## src/rtl/assembly_sequencer.sv

```systemverilog
// assembly_sequencer: two-pass text streamer feeding the assembler and capturing its instruction words into IMEM
package assembly_sequencer_pkg;
    typedef enum logic [1:0] {
        ASM_IDLE            = 2'd0,
        PC_MAPPING          = 2'd1,
        INSTRUCTION_MAPPING = 2'd2
    } assembler_state_t;
endpackage

module assembly_sequencer
    import assembly_sequencer_pkg::*;
#(
    parameter int CHAR_PER_LINE = 64,
    parameter int NUMBER_LINES  = 256,
    parameter int READ_LATENCY  = 2,
    parameter int CHAR_GAP      = 2,
    parameter int LINE_GAP      = 4,
    localparam int TA = $clog2(CHAR_PER_LINE * NUMBER_LINES) + 1,
    localparam int IA = $clog2(NUMBER_LINES),
    localparam int CW = IA + 1
) (
    input  logic             clk_in,
    input  logic             rst_in,
    input  logic             start,
    input  logic [TA-1:0]    text_len,
    output logic [TA-1:0]    text_addr,
    input  logic [7:0]       text_data,
    output assembler_state_t assembler_state,
    output logic             new_line,
    output logic             new_character,
    output logic [7:0]       incoming_character,
    input  logic             asm_error,
    input  logic             new_instruction,
    input  logic [31:0]      instruction,
    output logic             imem_we,
    output logic [IA-1:0]    imem_addr,
    output logic [31:0]      imem_data,
    output logic             busy,
    output logic             done,
    output logic             error,
    output logic [CW-1:0]    err_line,
    output logic [CW-1:0]    inst_count
);
    typedef enum logic [3:0] {
        S_IDLE, S_LINE_START, S_FETCH, S_WAIT_RD, S_EMIT,
        S_CHAR_WAIT, S_LINE_WAIT, S_PASS_END, S_DONE, S_ERROR
    } state_t;

    localparam logic [CW-1:0] LAST_LINE = CW'(NUMBER_LINES - 1);
    localparam logic [CW-1:0] MAX_INST  = CW'(NUMBER_LINES);
    localparam logic [7:0]    RD_LAST   = 8'(READ_LATENCY - 1);
    localparam logic [7:0]    CG_LAST   = 8'(CHAR_GAP - 1);
    localparam logic [7:0]    LG_LAST   = 8'(LINE_GAP - 1);

    state_t          r_state, w_state;
    logic            r_pass2, w_pass2;
    logic [TA-1:0]   r_char_ptr, w_char_ptr, w_ptr_inc;
    logic [TA-1:0]   r_len, w_len;
    logic [CW-1:0]   r_line_cnt, w_line_cnt;
    logic [7:0]      r_wait, w_wait, w_wait_inc;
    logic [7:0]      r_char, w_char;
    logic            r_imem_we, w_imem_we;
    logic [IA-1:0]   r_imem_addr, w_imem_addr;
    logic [31:0]     r_imem_data, w_imem_data;
    logic [CW-1:0]   r_inst_count, w_inst_count;
    logic [CW-1:0]   r_err_line, w_err_line;
    logic            w_active;

    // State and datapath registers; reset returns everything to an idle, cleared sequencer
    always_ff @(posedge clk_in) begin
        if (rst_in) begin
            r_state      <= S_IDLE;
            r_pass2      <= 1'b0;
            r_char_ptr   <= '0;
            r_len        <= '0;
            r_line_cnt   <= '0;
            r_wait       <= '0;
            r_char       <= '0;
            r_imem_we    <= 1'b0;
            r_imem_addr  <= '0;
            r_imem_data  <= '0;
            r_inst_count <= '0;
            r_err_line   <= '0;
        end else begin
            r_state      <= w_state;
            r_pass2      <= w_pass2;
            r_char_ptr   <= w_char_ptr;
            r_len        <= w_len;
            r_line_cnt   <= w_line_cnt;
            r_wait       <= w_wait;
            r_char       <= w_char;
            r_imem_we    <= w_imem_we;
            r_imem_addr  <= w_imem_addr;
            r_imem_data  <= w_imem_data;
            r_inst_count <= w_inst_count;
            r_err_line   <= w_err_line;
        end
    end

    // Next-state logic: character streaming per pass, then instruction capture and error override
    always_comb begin
        w_state      = r_state;
        w_pass2      = r_pass2;
        w_char_ptr   = r_char_ptr;
        w_len        = r_len;
        w_line_cnt   = r_line_cnt;
        w_wait       = r_wait;
        w_char       = r_char;
        w_imem_we    = 1'b0;
        w_imem_addr  = r_imem_addr;
        w_imem_data  = r_imem_data;
        w_inst_count = r_inst_count;
        w_err_line   = r_err_line;
        w_ptr_inc    = r_char_ptr + TA'(1);
        w_wait_inc   = r_wait + 8'd1;
        w_active     = r_state inside {S_LINE_START, S_FETCH, S_WAIT_RD, S_EMIT,
                                       S_CHAR_WAIT, S_LINE_WAIT, S_PASS_END};
        unique case (r_state)
            S_IDLE, S_DONE, S_ERROR: begin
                if (start) begin
                    w_inst_count = '0;
                    w_err_line   = '0;
                    w_char_ptr   = '0;
                    w_line_cnt   = '0;
                    w_pass2      = 1'b0;
                    w_len        = text_len;
                    w_state      = (text_len == '0) ? S_DONE : S_LINE_START;
                end
            end
            S_LINE_START: w_state = S_FETCH;
            S_FETCH: begin
                w_wait  = '0;
                w_state = S_WAIT_RD;
            end
            S_WAIT_RD: begin
                if (r_wait == RD_LAST) begin
                    w_wait = '0;
                    if (text_data == 8'h0D) begin
                        w_char_ptr = w_ptr_inc;
                        w_state    = (w_ptr_inc == r_len) ? S_LINE_WAIT : S_FETCH;
                    end else begin
                        w_char  = text_data;
                        w_state = S_EMIT;
                    end
                end else begin
                    w_wait = w_wait_inc;
                end
            end
            S_EMIT: begin
                w_char_ptr = w_ptr_inc;
                w_wait     = '0;
                w_state    = S_CHAR_WAIT;
            end
            S_CHAR_WAIT: begin
                if (r_wait == CG_LAST) begin
                    w_wait  = '0;
                    w_state = (r_char == 8'h0A || r_char_ptr == r_len) ? S_LINE_WAIT : S_FETCH;
                end else begin
                    w_wait = w_wait_inc;
                end
            end
            S_LINE_WAIT: begin
                if (r_wait == LG_LAST) begin
                    w_wait     = '0;
                    w_line_cnt = r_line_cnt + CW'(1);
                    if (r_char_ptr < r_len) begin
                        w_state    = (r_line_cnt == LAST_LINE) ? S_ERROR : S_LINE_START;
                        w_err_line = (r_line_cnt == LAST_LINE) ? MAX_INST : r_err_line;
                    end else begin
                        w_state = S_PASS_END;
                    end
                end else begin
                    w_wait = w_wait_inc;
                end
            end
            S_PASS_END: begin
                w_state    = r_pass2 ? S_DONE : S_LINE_START;
                w_char_ptr = r_pass2 ? r_char_ptr : '0;
                w_line_cnt = r_pass2 ? r_line_cnt : '0;
                w_pass2    = 1'b1;
            end
            default: w_state = S_IDLE;
        endcase
        if (w_active && asm_error) begin
            w_state    = S_ERROR;
            w_err_line = r_line_cnt;
        end else if (w_active && r_pass2 && new_instruction) begin
            if (r_inst_count == MAX_INST) begin
                w_state    = S_ERROR;
                w_err_line = r_line_cnt;
            end else begin
                w_imem_we    = 1'b1;
                w_imem_addr  = r_inst_count[IA-1:0];
                w_imem_data  = instruction;
                w_inst_count = r_inst_count + CW'(1);
            end
        end
    end

    assign text_addr          = r_char_ptr;
    assign new_line           = (r_state == S_LINE_START);
    assign new_character      = (r_state == S_EMIT);
    assign incoming_character = r_char;
    assign busy               = w_active;
    assign done               = (r_state == S_DONE);
    assign error              = (r_state == S_ERROR);
    assign assembler_state    = !w_active ? ASM_IDLE : (r_pass2 ? INSTRUCTION_MAPPING : PC_MAPPING);
    assign imem_we            = r_imem_we;
    assign imem_addr          = r_imem_addr;
    assign imem_data          = r_imem_data;
    assign inst_count         = r_inst_count;
    assign err_line           = r_err_line;
endmodule
```

## config.mk

```make
export PLATFORM = sky130hd
export DESIGN_NAME = assembly_sequencer
export DESIGN_NICKNAME = d
export VERILOG_FILES = /design/src/rtl/assembly_sequencer.sv
export SDC_FILE = /design/constraint.sdc
export NUM_CORES = 1
export LEC_CHECK = 0
export CORE_MARGIN = 10
export CORE_UTILIZATION = 25
export DETAILED_ROUTE_END_ITERATION = 7
export PLACE_DENSITY = 0.54
export REMOVE_ABC_BUFFERS = 1
export SLEW_MARGIN = 20
export SYNTH_ARGS = -nofsm -noshare
export SYNTH_HDL_FRONTEND = slang
export SYNTH_SLANG_ARGS = --single-unit
```

## constraint.sdc

```tcl
create_clock -name clk_in -period 3.4 [get_ports clk_in]
set_clock_uncertainty 0.1 [all_clocks]
set_input_delay 0.68 -clock clk_in [delete_from_list [all_inputs] [get_ports clk_in]]
set_output_delay 0.68 -clock clk_in [all_outputs]
set_load 0.03 [all_outputs]
```

## Yosys cells after proc, flatten, opt, wreduce, memory -nomap -nowiden

Index checks and enable logic that the tools add are counted.

| word-level totals | value |
|---|---|
| flip-flop bits (word level) | 119 |
| input bits | 60 |
| word-level logic and storage cells | 111 |

| cells by class | value |
|---|---|
| add/subtract/negate cells | 4 |
| order comparisons | 1 |
| eq/ne operators | 22 |
| multiplexer cells | 45 |
| bitwise gates (word level) | 4 |
| reductions and logical operators | 22 |

Operators with widths:

| operator | number |
|---|---|
| 2-to-1 mux 9 bit | 15 |
| 2-to-1 mux 15 bit | 4 |
| one-hot mux 15 bit (4 select lines) | 1 |
| 2-to-1 mux 4 bit | 11 |
| one-hot mux 4 bit (8 select lines) | 1 |
| equality test 15 bit | 2 |
| one-hot mux 9 bit (3 select lines) | 1 |
| one-hot mux 8 bit (3 select lines) | 1 |
| adder 9 x 1 -> 9 bit (second input constant) | 2 |
| one-hot mux 9 bit (2 select lines) | 1 |
| equality test 4 x 3 -> 1 bit (second input constant) | 4 |
| equality test 8 x 4 -> 1 bit (second input constant) | 2 |
| 2-to-1 mux 8 bit | 2 |
| adder 15 x 1 -> 15 bit (second input constant) | 1 |
| zero test 15 bit | 1 |
| < comparator 15 bit | 1 |
| equality test 9 x 8 -> 1 bit (second input constant) | 1 |
| equality test 9 bit (second input constant) | 1 |
| 2-to-1 mux 3 bit | 3 |
| adder 8 x 1 -> 8 bit (second input constant) | 1 |
| equality test 4 x 2 -> 1 bit (second input constant) | 2 |
| equality test 4 bit (second input constant) | 2 |
| equality test 8 x 1 -> 1 bit (second input constant) | 1 |
| equality test 8 x 2 -> 1 bit (second input constant) | 1 |
| other kinds (20) | 36 |

## Longest topological paths before layout

Gate-level depths: netlist (run 1).

| logic depth | value |
|---|---|
| depth after elaboration | 9 |
| mapped depth | 9 |
| mapped depth without buffers | 8 |

## Least setup slack after synthesis (run 1)

OpenSTA, ideal clock, no wires.

| timing | value |
|---|---|
| path type | flip-flop to flip-flop |
| start | reg r_char_ptr[0] (netlist: text_addr[0]) |
| end | reg r_state[2] |
| library setup time | 0.084 ns |
| arrival | 2.443 ns |
| data required time | 3.216 ns |
| setup slack | 0.773 ns |
| stages on the path, launching flop included | 8 |
| buffers on the path | 0 |
| period minus slack after synthesis | 2.627 ns |
| cells stage by stage | dfxtp_1 ha_1 nand3_2 nor3_1 a21oi_1 or4_1 or4_1 o31ai_2 |

| between the ends | value |
|---|---|
| cells in the longest elaborated chain, start to end | 8 |

RTL lines:

| element | RTL line | source |
|---|---|---|
| start, declared | 57 | `logic [TA-1:0] r_char_ptr, w_char_ptr, w_ptr_inc;` |
| start signal, assigned | 87 | `r_char_ptr <= w_char_ptr;` |
| adder 15 x 1 -> 15 bit | 114 | `w_ptr_inc = r_char_ptr + TA'(1);` |
| equality test 15 bit | 140 | `w_state = (w_ptr_inc == r_len) ? S_LINE_WAIT : S_FETCH;` |
| 2-to-1 mux 3 bit | 140 |  |
| 2-to-1 mux 3 bit | 138 | `if (text_data == 8'h0D) begin` |
| 2-to-1 mux 4 bit | 136 | `if (r_wait == RD_LAST) begin` |
| one-hot mux 4 bit (8 select lines) (*) | 118 | `unique case (r_state)` |
| 2-to-1 mux 4 bit | 188 | `if (r_inst_count == MAX_INST) begin` |
| 2-to-1 mux 4 bit (*) | 187 | `end else if (w_active && r_pass2 && new_instruction) begin` |
| end signal, assigned | 85 | `r_state <= w_state;` |
| end, declared | 55 | `state_t r_state, w_state;` |

Mark *: on every way between the ends. The rest lies on a longest branch, timed or not.
A chain may end at the register's enable or synchronous reset.

## Worst setup path after layout (run 1)

| timing | value |
|---|---|
| start | reg r_state[2] |
| end | out assembler_state[1] |

| between the ends | value |
|---|---|
| cells in the longest elaborated chain, start to end | 3 |

RTL lines:

| element | RTL line | source |
|---|---|---|
| equality test 4 x 1 -> 1 bit (tied with other cells) | 116 | `w_active = r_state inside {S_LINE_START, S_FETCH, S_WAIT_RD, S_EMIT,` |
| nonzero test 7 bit (*) | 116 |  |
| 2-to-1 mux 2 bit (*) | 207 | `assign assembler_state = !w_active ? ASM_IDLE : (r_pass2 ? INSTRUCTION_MAPPING : PC_MAPPING);` |
| end, declared | 28 | `output assembler_state_t assembler_state,` |

Marked as above.

==> impl_metrics.csv, run 1 <==
group,metric,value,unit
global_route,global_route.overflow_total,0,
worst_setup_path,crit_arrival,2.28,ns
routing,initialDrtViolationCount,303,
worst_setup_path,peak_per_stage_delay_on_the_critical_path,0.58,ns
worst_setup_path,crit_path_end_kind,"output pin",
worst_setup_path,wp_buf_inv,1,
pwr,p_total,4581,uW
timing,achievable-frequency,327.0,MHz
synthesis,synth_seq_area_share,0.4003,
pwr,cellLeakagePower,0.002876,uW
routing,routedWlPerCell,15.91,um
routing,totalWireLength,19.61,mm
cts,max-clock-path-buffers,2,
cts,numCtsBuffers,17,
floorplanning,die_x,174.3,um
floorplanning,design.core.area,23470,um^2
layout,n_fill_cell,2451,
cts,cts_hold_repair.buffers,0,
timing,rsz0062_at_grt,"no",
layout,layout.nets,983,
worst_setup_path,critPathRequiredTime,2.62,ns
job,max-cap-violations,0,
timing,maxSlewViolCount,0,
global_route,grt_use_total,0.1266,
timing,setup_viol,0,
floorplanning,io_pins,149,
layout,area_growth_syn_to_layout,42.73,%
pwr,power_density,539.4,nW/um^2
run_status,run_status,"completed",
synthesis,synth.ff_latch_count,119,
synthesis,netlist_area,5951,um^2
cts,postCtsSetupRepairBufs,0,
worst_setup_path,timing.critical_path.slowest_stage_cell,"sky130_fd_sc_hd__clkdlybuf4s50_1",
timing,setup_tns,0,ns
place,globalplace.congestion,0.8200,
cts,tritoncts,"yes",
routing,dr_total_vias,5796,
cts,clkTransAtPathRegs,0.06,ns
routing,remaining_number_of_nets_flagged_by_the_antenna_check_after_routing,0,
worst_setup_path,timing.critical_path.from_type,"register",
cts,clock_tree.root_cell,"sky130_fd_sc_hd__clkbuf_16",
layout,sequential_standard_cell_area,2382,um^2
pwr,vdd.ir_drop.worst,0.3048,mV
worst_setup_path,crit_family,"simple AND/OR/NAND/NOR gates",
global_route,grt_pass1_wl,31.11,mm
layout,final_util,0.3618,
cts,ctsResizeCount,0,
global_route,grt_start_max_net_pins,54,
cts,cts_htree_levels,4,
min_path,worst_hold_path_type,"reg2reg",
layout,multi_input_area,3294,um^2
routing,first_pass_iters,5,
routing,detail_route.vias_per_cell,4.701,
worst_setup_path,critical_path_class,"reg2out",
synthesis,average_instance_area_after_synthesis,7.840,um^2
place,detailed_place_hpwl,14.34,mm
global_route,vias_in_the_first_global_route,5676,
global_route,antenna_found_initial,0,
timing,hold_violations,0,
timing,finalWorstPathRequiredPeriod,3.058,ns
synthesis,number_of_synthesized_flops_with_an_enable_pin,0,
timing,worstMarginPinSlew,0.8657,ns
place,portBuffers,148,
synthesis,yosys.cell_types.count,60,
worst_setup_path,path_cells,"nor3_1 > nor2_1 > and2_1 > clkdlybuf4s50_1",
routing,remaining_drc_errors,0,
synthesis,post_synthesis_async_set_or_reset_flop_share,0,
floorplanning,std_cell_rows,56,
synthesis,yosys_most_used_dff,"sky130_fd_sc_hd__dfxtp_1",
floorplanning,initial_core_util,0.2535,
worst_setup_path,r2r_slack,0.67,ns
cts,clkLatencyLatePin,0.41,ns
layout,antennaDiodeCount,0,
synthesis,yosysWarningCount,0,
floorplanning,die_height,174.3,um
timing,share_of_the_clock_period_used_by_the_worst_path_after_layout,0.8993,
synthesis,synthesis.instances,759,
cts,tritoncts_num_sinks,119,
layout,post_route_cells_drive_above_1_share,0.07330,
timing,slew-limit-headroom,0.4202,
worst_setup_path,path_max_fanout,11,
floorplanning,dieArea,30370,um^2
path summary, 6_finish.rpt:
| check | from | to | cells after the start |
|---|---|---|---|
| max | r_state[2] | assembler_state[1] | 4 |
| min | imem_addr[5] | imem_addr[5] | 2 |
| min reg2reg | imem_addr[5] | imem_addr[5] | 2 |
| max reg2reg | inst_count[0] | err_line[0] | 8 |
where the power goes:
group / internal, uW / switching, uW / total, uW
Sequential: 1450 / 58.1 / 1500
Combinational: 341 / 552 / 893
Clock: 1480 / 705 / 2180
Total: 3270 / 1320 / 4580
cells by family after synthesis:
kind of cell / share of synthesized area
AND/OR/NAND/NOR: 0.2742
AO/OA/AOI/OAI: 0.1777
flip-flops: 0.4003
buffers and inverters: 0.04605
XOR/XNOR: 0.04710
adder cells (fa/ha/maj): 0.04626
multiplexers: 0.008411
through the flow:
step	instance area, um^2	setup slack [ns]	hold WS, ns	cells
after floorplan	5778	0.1947	0.3303	717
after global placement	7784	0.4921	0.3413	1201
after detailed placement	7784	0.4300	0.3482	1201
after CTS	8493	0.2964	0.3555	1233
after global routing	8493	0.1736	0.3708	1233
final	8493	0.3423	0.3512	1233
per-layer routing:
layer / vias up / GRT usage / wire, um
li1: 2952 / - / -
met1: 2685 / 0.1518 / 8825
met2: 150 / 0.2017 / 9044
met3: 9 / 0.05482 / 1585
met4: 0 / 0.03527 / 158
met5: - / 0 / 0
flip-flops by register name (all words and copies together), names as in the netlist:
name and count:
r_line_cnt 9, err_line 9, r_state 4, inst_count 9
imem_we 1, imem_data 32, incoming_character 8, r_pass2 1
text_addr 15, imem_addr 8, r_len 15, r_wait 8
cell usage after synthesis, drive strengths merged, types with 4 or more instances:
cell	instances	area (um^2)
a311oi	8	70.07
nand3	19	100.1
or3	4	25.02
and3	8	50.05
nor3	20	100.1
xor2	11	96.34
nand3b	10	75.07
o31ai	5	42.54
buf	10	52.55
a22o	8	70.07
nor3b	5	37.54
nand4	13	96.34
nand2	148	555.5
nand2b	7	43.79
ha	22	275.3
a31oi	7	43.79
or2	5	31.28
a211oi	6	45.04
o21ai	23	115.1
nor2	71	266.5
a21oi	87	435.4
clkbuf	32	120.1
dfxtp	119	2382
inv	27	101.4
mux2i	5	50.05
xnor2	21	183.9
nor4	15	121.4
layout by cell type, fill, tap and decap left out, types with 4 or more instances in the layout:
master / synthesis / layout
sky130_fd_sc_hd__a211oi_1: 6 / 6
sky130_fd_sc_hd__a21oi_1: 87 / 87
sky130_fd_sc_hd__a22o_1: 8 / 8
sky130_fd_sc_hd__a311oi_1: 8 / 8
sky130_fd_sc_hd__a31oi_1: 7 / 7
sky130_fd_sc_hd__and3_1: 8 / 8
sky130_fd_sc_hd__buf_4: 2 / 18
sky130_fd_sc_hd__bufinv_16: 0 / 7
sky130_fd_sc_hd__clkbuf_16: 0 / 17
sky130_fd_sc_hd__clkdlybuf4s50_1: 0 / 147
sky130_fd_sc_hd__clkinv_4: 0 / 4
sky130_fd_sc_hd__dfxtp_1: 119 / 119
sky130_fd_sc_hd__ha_1: 22 / 22
sky130_fd_sc_hd__inv_1: 27 / 27
sky130_fd_sc_hd__mux2i_1: 5 / 5
sky130_fd_sc_hd__nand2_1: 148 / 148
sky130_fd_sc_hd__nand2b_1: 7 / 7
sky130_fd_sc_hd__nand3_1: 18 / 18
sky130_fd_sc_hd__nand3b_1: 10 / 10
sky130_fd_sc_hd__nand4_1: 12 / 12
sky130_fd_sc_hd__nor2_1: 71 / 71
sky130_fd_sc_hd__nor3_1: 20 / 20
sky130_fd_sc_hd__nor3b_1: 5 / 5
sky130_fd_sc_hd__nor4_1: 12 / 12
sky130_fd_sc_hd__o21ai_0: 23 / 23
sky130_fd_sc_hd__o31ai_1: 4 / 4
sky130_fd_sc_hd__or2_2: 5 / 5
sky130_fd_sc_hd__or3_1: 4 / 4
sky130_fd_sc_hd__xnor2_1: 21 / 21
sky130_fd_sc_hd__xor2_1: 11 / 11
cell type report:
cell class,instances,share of cell area
Tap cell,319,0.04699
Clock inverter,14,0.03182
Timing Repair Buffer,165,0.1892
Multi-Input combinational cell,571,0.3879
Sequential cell,119,0.2805
Clock buffer,18,0.05171
Inverter,27,0.01193
worst register-to-register path: stages, from the launching register on:
cell and delay (ns):
sky130_fd_sc_hd__dfxtp_1 0.44, sky130_fd_sc_hd__inv_1 0.07, sky130_fd_sc_hd__ha_1 0.22, sky130_fd_sc_hd__nor4bb_1 0.16, sky130_fd_sc_hd__a41oi_1 0.30, sky130_fd_sc_hd__nor3_1 0.13, sky130_fd_sc_hd__or3_1 0.37, sky130_fd_sc_hd__a31oi_1 0.66
sky130_fd_sc_hd__a22o_1 0.23
No activity file was read; power rests on OpenSTA's default activity.
==> inputs of run 2 (changes only) <==
CTS_BUF_LIST = sky130_fd_sc_hd__clkbuf_16   (was unset)
SETUP_SLACK_MARGIN = 0.2   (was unset)
==> run 2 against run 1 <==
Net effect:
- count of clock-buffer cells in the layout fell by 1
- fmax increased by 1.5%
- hold slack about the same
- die area is the same
- setup slack gained 0.045 ns
- wire length hardly changed
- via count about the same
- sequential cell count unchanged
- critical path type unchanged
- largest power group unchanged
==> impl_metrics.csv, run 2 (synthesis results as in run 1) <==
group,metric,value,unit
run_status,run_status,"completed",
layout,layout.nets,983,
global_route,antenna_found_initial,0,
timing,hold_violations,0,
floorplanning,initial_core_util,0.2535,
worst_setup_path,timing.reg2reg.worst_path_depth,8,
timing,rsz0062_at_grt,"no",
global_route,grt_use_total,0.1265,
timing,share_of_the_clock_period_used_by_the_worst_path_after_layout,0.8862,
cts,clkTransAtPathRegs,0.06,ns
cts,clkLatencyLatePin,0.42,ns
global_route,grt_pass1_wl,31.08,mm
place,portBuffers,148,
cts,numCtsBuffers,17,
routing,remaining_number_of_nets_flagged_by_the_antenna_check_after_routing,0,
layout,sequential_standard_cell_area,2382,um^2
worst_setup_path,crit_arrival,2.23,ns
layout,n_fill_cell,2454,
timing,finalWorstPathRequiredPeriod,3.013,ns
floorplanning,die_height,174.3,um
cts,postCtsSetupRepairBufs,0,
routing,remaining_drc_errors,0,
layout,area_growth_syn_to_layout,42.64,%
cts,clock_tree.root_cell,"sky130_fd_sc_hd__clkbuf_16",
timing,achievable-frequency,331.9,MHz
min_path,worst_hold_path_type,"reg2reg",
timing,fin_hold_ws,0.3514,ns
pwr,p_total,4562,uW
routing,initialDrtViolationCount,298,
pwr,vdd.ir_drop.worst,0.3070,mV
timing,setup_viol,0,
place,globalplace.congestion,0.8200,
worst_setup_path,r2r_end,"err_line[7]",
timing,slew-limit-headroom,0.4385,
timing,maxSlewViolCount,0,
floorplanning,die_x,174.3,um
worst_setup_path,crit_end,"error",
cts,max-clock-path-buffers,2,
worst_setup_path,r2r_slack,0.71,ns
floorplanning,io_pins,149,
cts,cts_htree_levels,4,
worst_setup_path,timing.critical_path.slowest_stage_cell,"sky130_fd_sc_hd__clkdlybuf4s50_1",
timing,worstMarginPinSlew,0.8423,ns
job,max-cap-violations,0,
layout,final_cell_mix,"148 x sky130_fd_sc_hd__nand2_1, 147 x sky130_fd_sc_hd__clkdlybuf4s50_1, 119 x sky130_fd_sc_hd__dfxtp_1, 87 x sky130_fd_sc_hd__a21oi_1, 71 x sky130_fd_sc_hd__nor2_1",
layout,post_route_cells_drive_above_1_share,0.07330,
pwr,cellLeakagePower,0.002871,uW
worst_setup_path,path_max_fanout,16,
worst_setup_path,critPathRequiredTime,2.62,ns
place,detailed_place_hpwl,14.34,mm
global_route,vias_in_the_first_global_route,5658,
floorplanning,dieArea,30370,um^2
cts,cts_hold_repair.buffers,0,
cts,ctsResizeCount,0,
routing,routedWlPerCell,15.89,um
worst_setup_path,worst_r2r_startpoint,"inst_count[0]",
global_route,grt_start_max_net_pins,54,
global_route,global_route.overflow_total,0,
timing,setup_tns,0,ns
worst_setup_path,peak_per_stage_delay_on_the_critical_path,0.72,ns
floorplanning,design.core.area,23470,um^2
routing,first_pass_iters,4,
layout,commonest_non_fill_non_tap_cell_in_the_layout,"sky130_fd_sc_hd__nand2_1",
cts,tritoncts,"yes",
layout,largest_register_ff_count,32,
worst_setup_path,crit_start,"r_state[3]",
worst_setup_path,crit_path_end_kind,"output pin",
routing,detail_route.vias_per_cell,4.702,
cts,tritoncts_num_sinks,119,
pwr,power_density,537.5,nW/um^2
layout,multi_input_area,3299,um^2
worst_setup_path,critical_path_class,"reg2out",
floorplanning,std_cell_rows,56,
worst_setup_path,timing.critical_path.from_type,"register",
layout,antennaDiodeCount,0,
routing,dr_total_vias,5797,
worst_setup_path,path_cells,"nand2b_1 > nor3b_1 > clkdlybuf4s50_1",
routing,totalWireLength,19.60,mm
==> run 2: changes by cell type in the layout (fill, tap and decap cells not counted), sizes merged <==
cell / before / now
clkbuf: 18 / 17
clkinv: 4 / 5
==> run 2: stage by stage <==
stage	instances	setup slack (ns)	utilization	area, um^2
after global routing	1233	0.2686	0.3616	8488
after floorplan	717	0.1947	-	5778
after CTS	1233	0.2954	0.3614	8483
final	1233	0.3871	0.3616	8488
after detailed placement	1201	0.4300	0.3316	7784
after global placement	1201	0.4921	0.3316	7784
==> run 2: where the power goes <==
group	internal, uW	switching, uW	leakage (uW)
clock network	1460	706	0.000336
registers	1450	59.6	0.000961
logic	344	551	0.00157
==> run 2: worst min-delay path by stage <==
stage / end / start / cells after the start
6_report: imem_addr[5] / imem_addr[5] / 2
2_1_floorplan: r_len[2] / r_len[2] / 2
5_1_grt: imem_data[12] / imem_data[12] / 2
4_1_cts: imem_addr[5] / imem_addr[5] / 2
3_3_place_gp: imem_addr[5] / imem_addr[5] / 2
3_5_place_dp: imem_data[3] / imem_data[3] / 2
==> run 2: cell type report <==
type / count / share of cell area
multi-input combinational: 571 / 0.3887
sequential: 119 / 0.2807
timing repair buffer: 165 / 0.1893
clock buffer: 17 / 0.05012
tap: 319 / 0.04702
clock inverter: 15 / 0.03228
inverter: 27 / 0.01194
==> run 2: metal layers <==
metal  track usage  up-vias  part of all wire  wire length [um]
li1              -     2946                 -                 -
met5             0        -                 0                 0
met1        0.1516     2684              0.44              8687
met3       0.05114       15             0.083              1619
met4       0.04168        0             0.011               225
met2        0.2014      152              0.46              9065
==> run 2: worst max-delay path, delay by kind of cell, from the launching register on <==
kind	cells	cell delay (ns)
buffers and inverters	1	0.72
DFF	1	0.68
and+or+nand+nor	2	0.41
==> inputs of run 3 (changes only) <==
CORE_UTILIZATION = 50   (was 25)
PLACE_DENSITY = 0.89   (was 0.54)
==> run 3 against run 2 <==
Net effect:
- global-route usage grew 9.8 points
- hold slack gained 0.00091 ns
- design area shrank 3.7%
- fmax shrank 4.0%
- via count grew 6.0%
- power shrank 5.9%
- critical path type unchanged
==> impl_metrics.csv, run 3 (synthesis results as in run 1) <==
group,metric,value,unit
run_status,run_status,"completed",
cts,cts_hold_repair.buffers,0,
cts,cts_htree_levels,4,
layout,final_util,0.7101,
cts,postCtsSetupRepairBufs,0,
min_path,worst_hold_path.num_cells,2,
worst_setup_path,critPathRequiredTime,2.62,ns
worst_setup_path,r2r_end,"err_line[2]",
worst_setup_path,crit_path_end_kind,"output pin",
cts,max-clock-path-buffers,2,
timing,maxSlewViolCount,0,
worst_setup_path,timing.reg2reg.worst_path_depth,6,
layout,final_cell_mix,"148 x sky130_fd_sc_hd__nand2_1, 147 x sky130_fd_sc_hd__clkdlybuf4s50_1, 119 x sky130_fd_sc_hd__dfxtp_1, 87 x sky130_fd_sc_hd__a21oi_1, 71 x sky130_fd_sc_hd__nor2_1",
worst_setup_path,path_cells,"nand2b_1 > nor3b_1 > clkdlybuf4s50_1",
routing,initialDrtViolationCount,604,
layout,fin_cells,1054,
global_route,antenna_found_initial,0,
timing,hold_violations,0,
cts,ctsResizeCount,0,
layout,antennaDiodeCount,0,
cts,clkTransAtPathRegs,0.06,ns
layout,multi_input_area,3294,um^2
routing,first_pass_iters,5,
global_route,grt_pass1_wl,30.08,mm
timing,finalWorstPathRequiredPeriod,3.139,ns
floorplanning,std_cell_rows,39,
cts,tritoncts_num_sinks,119,
layout,n_fill_cell,876,
worst_setup_path,path_max_fanout,16,
routing,totalWireLength,18.85,mm
layout,commonest_non_fill_non_tap_cell_in_the_layout,"sky130_fd_sc_hd__nand2_1",
global_route,grt_use_total,0.2249,
cts,clkLatencyLatePin,0.43,ns
min_path,holdCritStartpoint,"imem_data[27]",
job,max-cap-violations,0,
place,portBuffers,148,
layout,layout.nets,980,
min_path,hold_path_end,"imem_data[27]",
floorplanning,io_pins,149,
min_path,worst_hold_path_type,"reg2reg",
timing,setup_tns,0,ns
place,preCtsSetupSlack,0.4927,ns
routing,remaining_drc_errors,0,
worst_setup_path,peak_per_stage_delay_on_the_critical_path,0.75,ns
layout,sequential_standard_cell_area,2382,um^2
pwr,cellLeakagePower,0.002814,uW
routing,detail_route.vias_per_cell,5.829,
cts,clock_tree.root_cell,"sky130_fd_sc_hd__clkbuf_16",
timing,rsz0062_at_grt,"no",
global_route,grt_start_max_net_pins,54,
routing,routedWlPerCell,17.88,um
layout,post_route_cells_drive_above_1_share,0.06915,
worst_setup_path,r2r_slack,0.61,ns
pwr,vdd.ir_drop.worst,0.5091,mV
timing,finalWorstSetupSlack,0.2615,ns
place,detailed_place_hpwl,13.18,mm
pwr,power_density,525.2,nW/um^2
global_route,vias_in_the_first_global_route,6006,
layout,largest_register_ff_count,32,
floorplanning,die_height,129.1,um
floorplanning,die_x,129.1,um
worst_setup_path,critical_path_class,"reg2out",
worst_setup_path,timing.critical_path.from_type,"register",
routing,remaining_number_of_nets_flagged_by_the_antenna_check_after_routing,0,
floorplanning,initial_core_util,0.5167,
timing,achievable-frequency,318.6,MHz
cts,numCtsBuffers,17,
worst_setup_path,worst_r2r_startpoint,"text_addr[4]",
worst_setup_path,crit_start,"r_state[3]",
floorplanning,design.core.area,11520,um^2
floorplanning,dieArea,16670,um^2
worst_setup_path,timing.critical_path.slowest_stage_cell,"sky130_fd_sc_hd__dfxtp_1",
timing,slew-limit-headroom,0.4477,
timing,share_of_the_clock_period_used_by_the_worst_path_after_layout,0.9231,
timing,setup_viol,0,
layout,non_filler_cell_area_final,8178,um^2
global_route,global_route.overflow_total,0,
place,post-place-cells,1022,
place,globalplace.congestion,0.9479,
layout,area_growth_syn_to_layout,37.43,%
routing,dr_total_vias,6144,
cts,tritoncts,"yes",
place,place_area,7551,um^2
worst_setup_path,crit_arrival,2.36,ns
timing,worstMarginPinSlew,0.8253,ns
## run 3: cell count changes in the layout (fill, tap and decap cells not counted), sizes merged
cell      previous run  this run
clkinv               5         4
buf                 18        15
clkinvlp             1         5
bufinv               7         4
## run 3: stage by stage
step	hold WS, ns	total power, uW
2_1_floorplan	0.3303	2051
3_3_place_gp	0.3404	2373
3_5_place_dp	0.3480	2388
4_1_cts	0.3536	4300
5_1_grt	0.3737	4464
6_report	0.3523	4295
## run 3: how the worst max path moves through the flow
stage | slack (ns) | end
2_1_floorplan | 0.19 | inst_count[2]
3_3_place_gp | 0.60 | text_addr[8]
3_5_place_dp | 0.49 | text_addr[10]
4_1_cts | 0.33 | assembler_state[1]
5_1_grt | 0.25 | assembler_state[1]
6_report | 0.26 | error
## run 3: critical path: cells and delay by family, from the launching register on
kind | cells | cell delay, ns
flops | 1 | 0.75
buf+inv | 1 | 0.72
simple gates | 2 | 0.45
## run 3: layout make-up
type	instances	area share
Inverter	27	0.01239
Timing Repair Buffer	162	0.1949
Multi-Input combinational cell	571	0.4028
Sequential cell	119	0.2913
Tap cell	143	0.02188
Clock inverter	15	0.02463
Clock buffer	17	0.05202
## run 3: where the power goes
part | leakage [uW] | switching (uW) | internal (uW)
sequential | 0.000961 | 60.4 | 1450
combinational | 0.00156 | 539 | 335
clock | 0.000290 | 688 | 1230
## run 3: metal layers
metal	GRT usage	vias up	share of wire
met5	0	-	0
met4	0.07559	0	0.018
met3	0.1028	36	0.11
met2	0.3799	288	0.49
met1	0.2466	2879	0.38
li1	-	2941	-
